==> src/rtl/lap_stopwatch_pkg.sv <==
// Shared types and elaboration helpers for the lap stopwatch.
package stopwatch_pkg;

    typedef enum logic [1:0] {
        IDLE   = 2'd0,
        RUN    = 2'd1,
        PAUSED = 2'd2,
        DONE   = 2'd3
    } sw_state_t;

    // Index width for a table of 'depth' entries (at least one bit).
    function automatic int ptr_w(input int depth);
        return (depth > 1) ? $clog2(depth) : 1;
    endfunction

    // Clock cycles per count tick.
    function automatic int calc_div(input int clk_hz, input int tick_hz);
        return clk_hz / tick_hz;
    endfunction

endpackage

==> src/rtl/lap_stopwatch_if.sv <==
// Command/status bundle between the button front end, the stopwatch and the display path.
interface lap_stopwatch_if #(
    parameter int COUNT_W = 13
);
    logic               start;
    logic               stop;
    logic               split;
    logic               lap;
    logic               clear;
    logic               mode_down;
    logic [COUNT_W-1:0] preset;
    logic               load;
    logic               lap_rd;
    logic [COUNT_W-1:0] displayed_time;
    logic               running;
    logic               split_active;
    logic [COUNT_W-1:0] lap_data;
    logic               lap_valid;
    logic               lap_full;
    logic               lap_ovf;
    logic               overflow;
    logic               alarm;
    logic               tick_led;

    modport master (
        output start, stop, split, lap, clear, mode_down, preset, load, lap_rd,
        input  displayed_time, running, split_active, lap_data, lap_valid,
               lap_full, lap_ovf, overflow, alarm, tick_led
    );

    modport slave (
        input  start, stop, split, lap, clear, mode_down, preset, load, lap_rd,
        output displayed_time, running, split_active, lap_data, lap_valid,
               lap_full, lap_ovf, overflow, alarm, tick_led
    );
endinterface

==> src/rtl/lap_stopwatch_fifo.sv <==
// Show-ahead lap-time FIFO; pointers carry one extra bit to tell full from empty.
module lap_fifo
    import stopwatch_pkg::*;
#(
    parameter int WIDTH = 13,
    parameter int DEPTH = 8
) (
    input  logic             clk,
    input  logic             reset,
    input  logic             clr,
    input  logic             wr,
    input  logic [WIDTH-1:0] wdata,
    input  logic             rd,
    output logic [WIDTH-1:0] rdata,
    output logic             empty,
    output logic             full,
    output logic             ovf
);
    localparam int AW = ptr_w(DEPTH);
    localparam logic [AW:0] PTR_ONE = (AW+1)'(1);

    logic [WIDTH-1:0] r_mem [DEPTH];
    logic [AW:0]      r_wptr;
    logic [AW:0]      r_rptr;
    logic             r_ovf;
    logic             w_do_rd;
    logic             w_do_wr;

    assign empty   = (r_wptr == r_rptr);
    assign full    = (r_wptr[AW] != r_rptr[AW]) && (r_wptr[AW-1:0] == r_rptr[AW-1:0]);
    assign w_do_rd = rd && !empty;
    // A pop in the same cycle frees the slot, so a write to a full FIFO still lands.
    assign w_do_wr = wr && (!full || w_do_rd);
    assign rdata   = empty ? '0 : r_mem[r_rptr[AW-1:0]];
    assign ovf     = r_ovf;

    // Pointer and sticky-overflow bookkeeping.
    always_ff @(posedge clk or posedge reset) begin
        if (reset) begin
            r_wptr <= '0;
            r_rptr <= '0;
            r_ovf  <= 1'b0;
        end else if (clr) begin
            r_wptr <= '0;
            r_rptr <= '0;
            r_ovf  <= 1'b0;
        end else begin
            if (w_do_wr) r_wptr <= r_wptr + PTR_ONE;
            if (w_do_rd) r_rptr <= r_rptr + PTR_ONE;
            if (wr && !w_do_wr) r_ovf <= 1'b1;
        end
    end

    // Storage array; contents are meaningless while the pointers say empty.
    always_ff @(posedge clk) begin
        if (w_do_wr && !clr) r_mem[r_wptr[AW-1:0]] <= wdata;
    end
endmodule

==> src/rtl/lap_stopwatch.sv <==
// Stopwatch core: run/pause/countdown FSM, tick prescaler, time counter, split freeze, lap FIFO.
module lap_stopwatch
    import stopwatch_pkg::*;
#(
    parameter int CLK_HZ    = 50_000_000,
    parameter int TICK_HZ   = 10,
    parameter int COUNT_W   = 13,
    parameter int LAP_DEPTH = 8
) (
    input  logic           clk,
    input  logic           reset,
    lap_stopwatch_if.slave sw
);
    localparam int                 DIV        = calc_div(CLK_HZ, TICK_HZ);
    localparam int                 PRESC_W    = ptr_w(DIV);
    localparam logic [PRESC_W-1:0] PRESC_MAX  = PRESC_W'(DIV - 1);
    localparam logic [PRESC_W-1:0] PRESC_ONE  = PRESC_W'(1);
    localparam logic [COUNT_W-1:0] CNT_MAX    = '1;
    localparam logic [COUNT_W-1:0] CNT_ONE    = COUNT_W'(1);

    sw_state_t          r_state;
    logic               r_dir;
    logic [PRESC_W-1:0] r_presc;
    logic [COUNT_W-1:0] r_count;
    logic [COUNT_W-1:0] r_split_count;
    logic               r_split_active;
    logic               r_overflow;
    logic               r_alarm;
    logic               r_tick_led;
    logic               w_tick;
    logic               w_start_dir;
    logic               w_start_done;
    logic               w_hit_zero;
    logic               w_lap_wr;
    logic               w_fifo_empty;

    assign w_tick       = (r_state == RUN) && (r_presc == PRESC_MAX);
    // Direction is only latched on leaving IDLE; afterwards the latched value governs.
    assign w_start_dir  = (r_state == IDLE) ? sw.mode_down : r_dir;
    assign w_start_done = w_start_dir && (r_count == '0);
    assign w_hit_zero   = w_tick && r_dir && (r_count == CNT_ONE);
    assign w_lap_wr     = sw.lap && (r_state != IDLE);

    // Control FSM with prescaler, counter and status flags.
    always_ff @(posedge clk or posedge reset) begin
        if (reset) begin
            r_state    <= IDLE;
            r_dir      <= 1'b0;
            r_presc    <= '0;
            r_count    <= '0;
            r_overflow <= 1'b0;
            r_alarm    <= 1'b0;
            r_tick_led <= 1'b0;
        end else if (sw.clear) begin
            r_state    <= IDLE;
            r_dir      <= 1'b0;
            r_presc    <= '0;
            r_count    <= '0;
            r_overflow <= 1'b0;
            r_alarm    <= 1'b0;
            r_tick_led <= 1'b0;
        end else begin
            unique case (r_state)
                IDLE: begin
                    r_presc <= '0;
                    if (sw.load) begin
                        r_count <= sw.preset;
                    end else if (sw.start && !sw.stop) begin
                        r_dir <= sw.mode_down;
                        if (w_start_done) begin
                            r_state <= DONE;
                            r_alarm <= 1'b1;
                        end else begin
                            r_state <= RUN;
                        end
                    end
                end
                RUN: begin
                    if (w_tick) begin
                        r_presc    <= '0;
                        r_tick_led <= ~r_tick_led;
                        if (r_dir) begin
                            r_count <= r_count - CNT_ONE;
                        end else begin
                            r_count <= r_count + CNT_ONE;
                            if (r_count == CNT_MAX) r_overflow <= 1'b1;
                        end
                    end else begin
                        r_presc <= r_presc + PRESC_ONE;
                    end
                    // Reaching zero outranks a simultaneous stop so the alarm is never missed.
                    if (w_hit_zero) begin
                        r_state <= DONE;
                        r_alarm <= 1'b1;
                    end else if (sw.stop) begin
                        r_state <= PAUSED;
                    end
                end
                PAUSED: begin
                    if (sw.load) begin
                        r_count <= sw.preset;
                        r_presc <= '0;
                    end else if (sw.start && !sw.stop) begin
                        if (w_start_done) begin
                            r_state <= DONE;
                            r_alarm <= 1'b1;
                        end else begin
                            r_state <= RUN;
                        end
                    end
                end
                DONE: begin
                    if (sw.load) begin
                        r_count <= sw.preset;
                        r_presc <= '0;
                        r_alarm <= 1'b0;
                        r_state <= IDLE;
                    end
                end
                default: r_state <= IDLE;
            endcase
        end
    end

    // Split freeze: each pulse captures the live count and toggles the freeze.
    always_ff @(posedge clk or posedge reset) begin
        if (reset) begin
            r_split_count  <= '0;
            r_split_active <= 1'b0;
        end else if (sw.clear) begin
            r_split_count  <= '0;
            r_split_active <= 1'b0;
        end else if (sw.split) begin
            r_split_count  <= r_count;
            r_split_active <= ~r_split_active;
        end
    end

    lap_fifo #(
        .WIDTH (COUNT_W),
        .DEPTH (LAP_DEPTH)
    ) u_lap_fifo (
        .clk   (clk),
        .reset (reset),
        .clr   (sw.clear),
        .wr    (w_lap_wr),
        .wdata (r_count),
        .rd    (sw.lap_rd),
        .rdata (sw.lap_data),
        .empty (w_fifo_empty),
        .full  (sw.lap_full),
        .ovf   (sw.lap_ovf)
    );

    assign sw.displayed_time = r_split_active ? r_split_count : r_count;
    assign sw.running        = (r_state == RUN);
    assign sw.split_active   = r_split_active;
    assign sw.lap_valid      = ~w_fifo_empty;
    assign sw.overflow       = r_overflow;
    assign sw.alarm          = r_alarm;
    assign sw.tick_led       = r_tick_led;
endmodule

==> src/flat_wrapper.sv <==
// flat-port wrapper written by rule: the top's interface ports become plain ports
module lap_stopwatch_flat import stopwatch_pkg::*;
#(
    parameter int CLK_HZ    = 50_000_000,
    parameter int TICK_HZ   = 10,
    parameter int COUNT_W   = 13,
    parameter int LAP_DEPTH = 8
)
  (clk, reset, sw_start, sw_stop, sw_split, sw_lap, sw_clear, sw_mode_down, sw_preset, sw_load, sw_lap_rd, sw_displayed_time, sw_running, sw_split_active, sw_lap_data, sw_lap_valid, sw_lap_full, sw_lap_ovf, sw_overflow, sw_alarm, sw_tick_led);
  lap_stopwatch_if #(.COUNT_W(COUNT_W)) sw_i ();
  input  logic clk;
  input  logic reset;
  input wire logic [$bits(sw_i.start)-1:0] sw_start;
  input wire logic [$bits(sw_i.stop)-1:0] sw_stop;
  input wire logic [$bits(sw_i.split)-1:0] sw_split;
  input wire logic [$bits(sw_i.lap)-1:0] sw_lap;
  input wire logic [$bits(sw_i.clear)-1:0] sw_clear;
  input wire logic [$bits(sw_i.mode_down)-1:0] sw_mode_down;
  input wire logic [$bits(sw_i.preset)-1:0] sw_preset;
  input wire logic [$bits(sw_i.load)-1:0] sw_load;
  input wire logic [$bits(sw_i.lap_rd)-1:0] sw_lap_rd;
  output wire logic [$bits(sw_i.displayed_time)-1:0] sw_displayed_time;
  output wire logic [$bits(sw_i.running)-1:0] sw_running;
  output wire logic [$bits(sw_i.split_active)-1:0] sw_split_active;
  output wire logic [$bits(sw_i.lap_data)-1:0] sw_lap_data;
  output wire logic [$bits(sw_i.lap_valid)-1:0] sw_lap_valid;
  output wire logic [$bits(sw_i.lap_full)-1:0] sw_lap_full;
  output wire logic [$bits(sw_i.lap_ovf)-1:0] sw_lap_ovf;
  output wire logic [$bits(sw_i.overflow)-1:0] sw_overflow;
  output wire logic [$bits(sw_i.alarm)-1:0] sw_alarm;
  output wire logic [$bits(sw_i.tick_led)-1:0] sw_tick_led;
  assign sw_i.start = sw_start;
  assign sw_i.stop = sw_stop;
  assign sw_i.split = sw_split;
  assign sw_i.lap = sw_lap;
  assign sw_i.clear = sw_clear;
  assign sw_i.mode_down = sw_mode_down;
  assign sw_i.preset = sw_preset;
  assign sw_i.load = sw_load;
  assign sw_i.lap_rd = sw_lap_rd;
  assign sw_displayed_time = sw_i.displayed_time;
  assign sw_running = sw_i.running;
  assign sw_split_active = sw_i.split_active;
  assign sw_lap_data = sw_i.lap_data;
  assign sw_lap_valid = sw_i.lap_valid;
  assign sw_lap_full = sw_i.lap_full;
  assign sw_lap_ovf = sw_i.lap_ovf;
  assign sw_overflow = sw_i.overflow;
  assign sw_alarm = sw_i.alarm;
  assign sw_tick_led = sw_i.tick_led;
  lap_stopwatch #(.CLK_HZ(CLK_HZ), .TICK_HZ(TICK_HZ), .COUNT_W(COUNT_W), .LAP_DEPTH(LAP_DEPTH)) u_core (.clk(clk), .reset(reset), .sw(sw_i));
endmodule
==> config.mk <==
export PLATFORM = sky130hd
export DESIGN_NAME = lap_stopwatch_flat
export DESIGN_NICKNAME = d
export VERILOG_FILES = /design/src/rtl/lap_stopwatch_pkg.sv /design/src/rtl/lap_stopwatch_if.sv /design/src/rtl/lap_stopwatch_fifo.sv /design/src/rtl/lap_stopwatch.sv /design/src/flat_wrapper.sv
export SDC_FILE = /design/constraint.sdc
export NUM_CORES = 1
export LEC_CHECK = 0
export BUFFER_PORTS_ARGS = -buffer_cell sky130_fd_sc_hd__buf_4
export CAP_MARGIN = 25
export CELL_PAD_IN_SITES_DETAIL_PLACEMENT = 0
export CELL_PAD_IN_SITES_GLOBAL_PLACEMENT = 1
export CORE_MARGIN = 10
export CORE_UTILIZATION = 45
export CTS_CLUSTER_DIAMETER = 40
export CTS_CLUSTER_SIZE = 14
export DETAILED_ROUTE_END_ITERATION = 16
export PLACE_DENSITY_LB_ADDON = 0.1
export SLEW_MARGIN = 20
export SYNTH_ARGS = -nofsm -noshare
export SYNTH_HDL_FRONTEND = slang
export SYNTH_SLANG_ARGS = --single-unit
==> constraint.sdc <==
create_clock -name clk -period 7.81 [get_ports clk]
set_clock_uncertainty 0.15 [all_clocks]
set_input_delay 0 -clock clk [delete_from_list [all_inputs] [get_ports clk]]
set_output_delay 0 -clock clk [all_outputs]
set_load 0.1 [all_outputs]
==> results of run 1 <==
-- layer usage --
layer  wire length (um)  track usage (%)  share of wire [%]  vias up
met5                  0                0                  0        -
met4                334             6.16                1.7        0
met3                981             3.51                5.0       25
met2               9560             26.8                 49      151
met1               8710             21.5                 44     2637
li1                   -                -                  -     2417
-- per-stage QoR --
stage / hold slack [ps] / setup slack (ps) / utilization, % / cells
after floorplan: 6.28 / 4490 / - / 606
after global placement: 116 / 4410 / 49.2 / 851
after detailed placement: 117 / 4270 / 49.4 / 854
after CTS: 45.6 / 4250 / 54.7 / 916
after global routing: 75.1 / 4170 / 54.9 / 917
final: 70.2 / 4370 / 54.9 / 917
-- layout by cell type, fill, tap and decap left out, types with 10 or more instances in the layout --
master	Yosys	routed
mux2i_1	31	31
xor2_1	21	21
edfxtp_1	104	104
nand2_1	36	36
o21ai_0	11	11
mux4_2	26	26
a21oi_1	19	19
dlygate4sd3_1	0	30
nor2_1	78	74
clkbuf_16	0	17
xnor2_1	10	10
dfrtp_1	65	64
inv_1	15	14
buf_4	6	60
o32ai_1	11	11
nand3_1	17	17
-- worst min-delay path by stage --
stage                       from                           to  slack (ps)  cells after the start
global placement    sw_mode_down                 u_core.r_dir         120                      3
CTS                     sw_start            u_core.r_state[0]          50                      5
floorplan           sw_mode_down                 u_core.r_dir           6                      2
global route            sw_start            u_core.r_state[0]          80                      5
finish                    sw_lap  u_core.u_lap_fifo.r_wptr[2]          70                      5
detailed placement  sw_mode_down                 u_core.r_dir         120                      3
-- logic make-up after synthesis --
| kind of cell | count (synthesis) |
|---|---|
| simple gates | 201 |
| buf+inv | 55 |
| mux | 64 |
| xor+xnor | 31 |
| compound gates | 79 |
| flops | 169 |
| fa+ha+maj | 7 |
-- layout make-up --
class                           instances  area, um2  area share (%)
Clock buffer                           17        425            4.47
Tap cell                              225        282            2.96
Clock inverter                         15        189            1.98
Timing Repair Buffer                   94        805            8.45
Sequential cell                       169       4750            49.9
Multi-Input combinational cell        382       3020            31.7
Inverter                               15       56.3           0.591
-- worst min-delay path: stages --
cell	delay (ps)
buf_4	110
o21a_1	190
o211ai_1	160
xor2_1	70
nor2_1	70
-- report_power, final --
group / switching [mW] / leakage (nW) / internal [mW]
logic: 0.414 / 1.40 / 0.180
registers: 0.0617 / 1.86 / 0.980
clock network: 0.372 / 0.300 / 0.511
-- registers in the layout, summed over array words and instances, names as in the netlist --
name and flops:
u_core.r_count 13, u_core.sw.alarm 1, u_core.u_lap_fifo.r_wptr 4, u_core.r_split_count 13, u_core.sw.split_active 1, u_core.r_dir 1
u_core.u_lap_fifo.r_rptr 4, u_core.u_lap_fifo.ovf 1, u_core.r_state 2, u_core.r_presc 23, u_core.sw.overflow 1, u_core.u_lap_fifo.r_mem 104
u_core.sw.tick_led 1
==> flow_metrics.py, run 1 <==
metrics = {
    "yosys": {
        "ys_types": 68,
        "synth.net_count": 636,
        "yosys.cell_count.top_type": "edfxtp_1",
        "synthMuxAreaShare_pct": 12.2,
        "synth_xor_area_share_pct": 3.39,
        "ys.flop_type": "edfxtp_1",
        "synthesis.area_um2": 8000,
        "async_reset_ff_share_pct": 38.5,
        "yosysSeqAreaShare_pct": 59.4,
        "synthCells": 606,
        "yosys.area_share.adder_pct": 1.09,
        "synth_edf_count": 104,
        "post-synth-top-area-cell": "edfxtp_1",
        "synth-simple-area-share_pct": 13.8,
        "synth_top_cell_area_share_pct": 39.0,
        "ys_warn_count": 0,
        "ys_top_cells_by_count": "edfxtp_1, nor2_1, dfrtp_1, nand2_1, mux2i_1",
        "synth_seq_cells": 169,
        "avgSynthCellArea_um2": 13.2,
        "synth_compound_area_share_pct": 6.93,
        "synth_top_family_by_area": "simple AND/OR/NAND/NOR gates",
        "synth.area.top_cells": "edfxtp_1, dfrtp_1, mux4_2, mux2i_1, nor2_1",
    },
    "global_route": {
        "first_global_vias": 5417,
        "grt_pass1_wl_um": 30800,
        "overflow": 0,
        "grt_max_degree": 66,
        "grtUsageTotal_pct": 16.6,
        "antenna_found_initial": 0,
    },
    "floorplanning": {
        "rows": 48,
        "die_x_um": 153,
        "core_region_area_um2": 17400,
        "die_h_um": 153,
        "io_pins": 57,
        "initial_core_util_pct": 46.1,
        "die_area_um2": 23500,
    },
    "placement": {
        "numPortBuffers": 56,
        "gp_congestion": 0.813,
        "post-dp-hpwl_um": 12900,
        "dpl_cell_area_um2": 8570,
    },
    "timing": {
        "drv_slew": 0,
        "tightest_slew_ps": 1020,
        "max_slew_margin_pct": 31.5,
        "fin_crit_ps": 3440,
        "fin_crit_sh_pct": 44.1,
        "rsz0062_at_grt": "false",
        "finalHoldViolations": 0,
        "setup_tns_ps": 0,
        "fmaxAchievable_ghz": 0.291,
        "setup_viol": 0,
    },
    "setup_path": {
        "slowest_stage": "dfrtp_1",
        "reg2reg_from": "u_core.u_lap_fifo.r_rptr[2]",
        "max_stage_delay_ps": 970,
        "reg2regPathDepth": 5,
        "path_depth": 5,
        "end_kind": "flip-flop",
        "crit_start": "u_core.u_lap_fifo.r_rptr[2]",
        "cp_num_buf_inv": 0,
        "endpoint": "u_core.u_lap_fifo.r_mem[2][5]",
        "arrival_ps": 3340,
        "worstPathRequired_ps": 7710,
        "critPathLaunchType": "flip-flop",
        "path_delay_family": "simple AND/OR/NAND/NOR gates",
        "timing.rr.end": "u_core.u_lap_fifo.r_mem[2][5]",
        "cp_max_fo": 16,
        "ff2ff_setup_slack_ps": 4370,
        "critPathKind": "reg2reg",
        "crit_path_cell_trace": "xnor2_1, nand4_1, o21ai_1, or3_1, nor2_1",
    },
    "clock_network": {
        "clk_path_buf_depth": 2,
        "cts.sink_count": 169,
        "cts_root_buf": "clkbuf_16",
        "clock_latency_ps": 430,
        "postCtsSetupBuffers": 0,
        "cts_resized": 0,
        "numCtsBuffers": 17,
        "clk_pin_slew_ps": 70,
        "cts_max_level": 4,
        "cts_tree": "done",
        "cts_hold_buffers": 30,
    },
    "drt": {
        "postRouteAntennaNets": 0,
        "firstDrtPassIters": 5,
        "via_per_inst": 5.70,
        "wire_per_inst_um": 21.4,
        "drcViolationCount": 0,
        "drt-total-wl_um": 19600,
        "via_count": 5230,
        "drt_iter0_drc": 364,
    },
    "power": {
        "power.leakage_nw": 3.56,
        "ir_drop_mv": 0.157,
        "powerDensity_nw_per_um2": 265,
        "finalPower_mw": 2.52,
    },
    "final_layout": {
        "area_delta_synth_final_pct": 19.0,
        "drive_gt1_share_pct": 23.0,
        "nFillCells": 1446,
        "fin_area_um2": 9520,
        "nets": 709,
        "antenna_cells": 0,
    },
    "flow_run": {
        "cap_violations": 0,
    },
    "run_status": {
        "status": "finished, final reports clean",
    },
    "min_path": {
        "hold_class": "in2reg",
    },
}
(Power assumes the default switching activity.)
==> inputs of run 2 (changes only) <==
Clock period 7.81 ns to 2.8 ns, I/O delays scaled along.
==> run 2 against run 1 <==
Net effect:
- maximum frequency is 28% higher
- register-to-register slack lost 4300 ps
- critical path depth is 2 higher
- first-iteration DRC count fell by 7.4%
- sequential cell count stayed put
- via count barely moved
- worst hold slack worse by 9.2 ps
- largest cell class unchanged
- final area increased by 1.9%
- die area unchanged
- sequential share of layout area shrank 0.90 points
- count of clock-buffer cells in the layout rose by 1
==> flow_metrics.py, run 2 (synthesis results as in run 1) <==
metrics = {
    "placement": {
        "numPortBuffers": 56,
        "post-dp-hpwl_um": 13200,
        "dpl_cell_area_um2": 8730,
        "gp_congestion": 0.838,
    },
    "timing": {
        "fin_crit_ps": 2680,
        "max_slew_margin_pct": 51.6,
        "tightest_slew_ps": 725,
        "drv_slew": 0,
        "finalHoldViolations": 0,
        "setup_viol": 0,
        "rsz0062_at_grt": "false",
        "fmaxAchievable_ghz": 0.373,
        "setup_tns_ps": 0,
        "fin_crit_sh_pct": 95.8,
    },
    "floorplanning": {
        "core_region_area_um2": 17400,
        "die_h_um": 153,
        "rows": 48,
        "die_x_um": 153,
        "io_pins": 57,
        "initial_core_util_pct": 46.1,
        "die_area_um2": 23500,
    },
    "power": {
        "power.leakage_nw": 3.70,
        "powerDensity_nw_per_um2": 726,
        "ir_drop_mv": 0.463,
        "finalPower_mw": 7.05,
    },
    "setup_path": {
        "critPathKind": "reg2reg",
        "crit_path_cell_trace": "buf_4, nor3_2, nand2_1, and4bb_1, o21ai_1, o32ai_1, dlygate4sd3_1",
        "ff2ff_setup_slack_ps": 120,
        "reg2reg_from": "u_core.r_count[5]",
        "critPathLaunchType": "flip-flop",
        "cp_num_buf_inv": 2,
        "end_kind": "flip-flop",
        "crit_start": "u_core.r_count[5]",
        "arrival_ps": 2890,
        "reg2regPathDepth": 7,
        "worstPathRequired_ps": 3010,
        "path_depth": 7,
        "slowest_stage": "dlygate4sd3_1",
        "timing.rr.end": "u_core.r_state[1]",
        "path_delay_family": "buffers and inverters",
        "cp_max_fo": 13,
        "max_stage_delay_ps": 590,
    },
    "clock_network": {
        "cts_tree": "done",
        "cts.sink_count": 169,
        "clk_path_buf_depth": 2,
        "clk_pin_slew_ps": 70,
        "clock_latency_ps": 420,
        "cts_max_level": 4,
        "cts_root_buf": "clkbuf_16",
        "numCtsBuffers": 17,
    },
    "run_status": {
        "status": "finished, final reports clean",
    },
    "drt": {
        "postRouteAntennaNets": 0,
        "via_per_inst": 5.55,
        "via_count": 5227,
        "firstDrtPassIters": 5,
        "drcViolationCount": 0,
        "drt-total-wl_um": 18800,
        "wire_per_inst_um": 19.9,
        "drt_iter0_drc": 337,
    },
    "global_route": {
        "grt_pass1_wl_um": 30800,
        "first_global_vias": 5491,
        "grt_max_degree": 42,
        "overflow": 0,
        "antenna_found_initial": 0,
        "grtUsageTotal_pct": 16.2,
    },
    "final_layout": {
        "drive_gt1_share_pct": 25.4,
        "antenna_cells": 0,
        "largest_register_ff_count": 104,
        "fin_area_um2": 9700,
        "final_cell_mix": "edfxtp_1, buf_4, nor2_1",
        "area_delta_synth_final_pct": 21.3,
        "final_common_cell": "edfxtp_1",
        "nets": 734,
    },
    "flow_run": {
        "cap_violations": 0,
    },
    "min_path": {
        "worstHoldEndpoint": "u_core.u_lap_fifo.r_wptr[2]",
        "hold_path.startpoint": "sw_lap",
        "hold_class": "in2reg",
        "holdPathStages": 5,
    },
}
## run 2: cell type report
cell class / count / area (um2)
clock buffer: 18 / 429
clock inverter: 14 / 189
fill: 1453 / 7660
inverter: 15 / 56.3
multi-input combinational: 382 / 3010
sequential: 169 / 4750
tap: 225 / 282
timing repair buffer: 119 / 981
## run 2: worst max path at each step
stage | end
global placement | u_core.r_count[10]
CTS | u_core.r_count[6]
global route | u_core.r_state[1]
detailed placement | u_core.r_count[10]
floorplan | sw_displayed_time[0]
finish | u_core.r_state[1]
## run 2: per-layer routing
layer  vias up  global-route usage [%]  wire length (um)
met1      2614                    21.0              8250
met4         0                    4.54               133
met3        10                    3.00               765
met5         -                       0                 0
li1       2474                       -                 -
met2       129                    27.2              9630
## run 2: stage by stage
| step | utilization [%] | hold slack [ps] | cells | worst slack (ps) |
|---|---|---|---|---|
| floorplan | - | 6.28 | 606 | -515 |
| global placement | 50.3 | 21.6 | 877 | 485 |
| detailed placement | 50.3 | 27.6 | 877 | 392 |
| CTS | 55.6 | 46.9 | 939 | 26.7 |
| global route | 55.9 | 89.1 | 942 | 1.68 |
| finish | 55.9 | 61.1 | 942 | 117 |
## run 2: repair_timing
action	in CTS	in global routing
setup buffers	0	3
hold endpoints to repair	68	0
resized for setup	0	3
hold buffers	30	0
setup endpoints to repair	0	6
## run 2: worst reg2reg max path: cells and delay by family, from the launching register on
family          cells  cell delay, ps
compound gates      2             360
buf+inv             2             830
flops               1             540
simple gates        3             750
## run 2: power by group
group          leakage [nW]  internal [mW]  switching [mW]  total, mW
clock                 0.301           1.43            1.02       2.46
sequential             1.86           2.73           0.116       2.85
combinational          1.54          0.533            1.21       1.74
total                  3.70           4.70            2.35       7.05
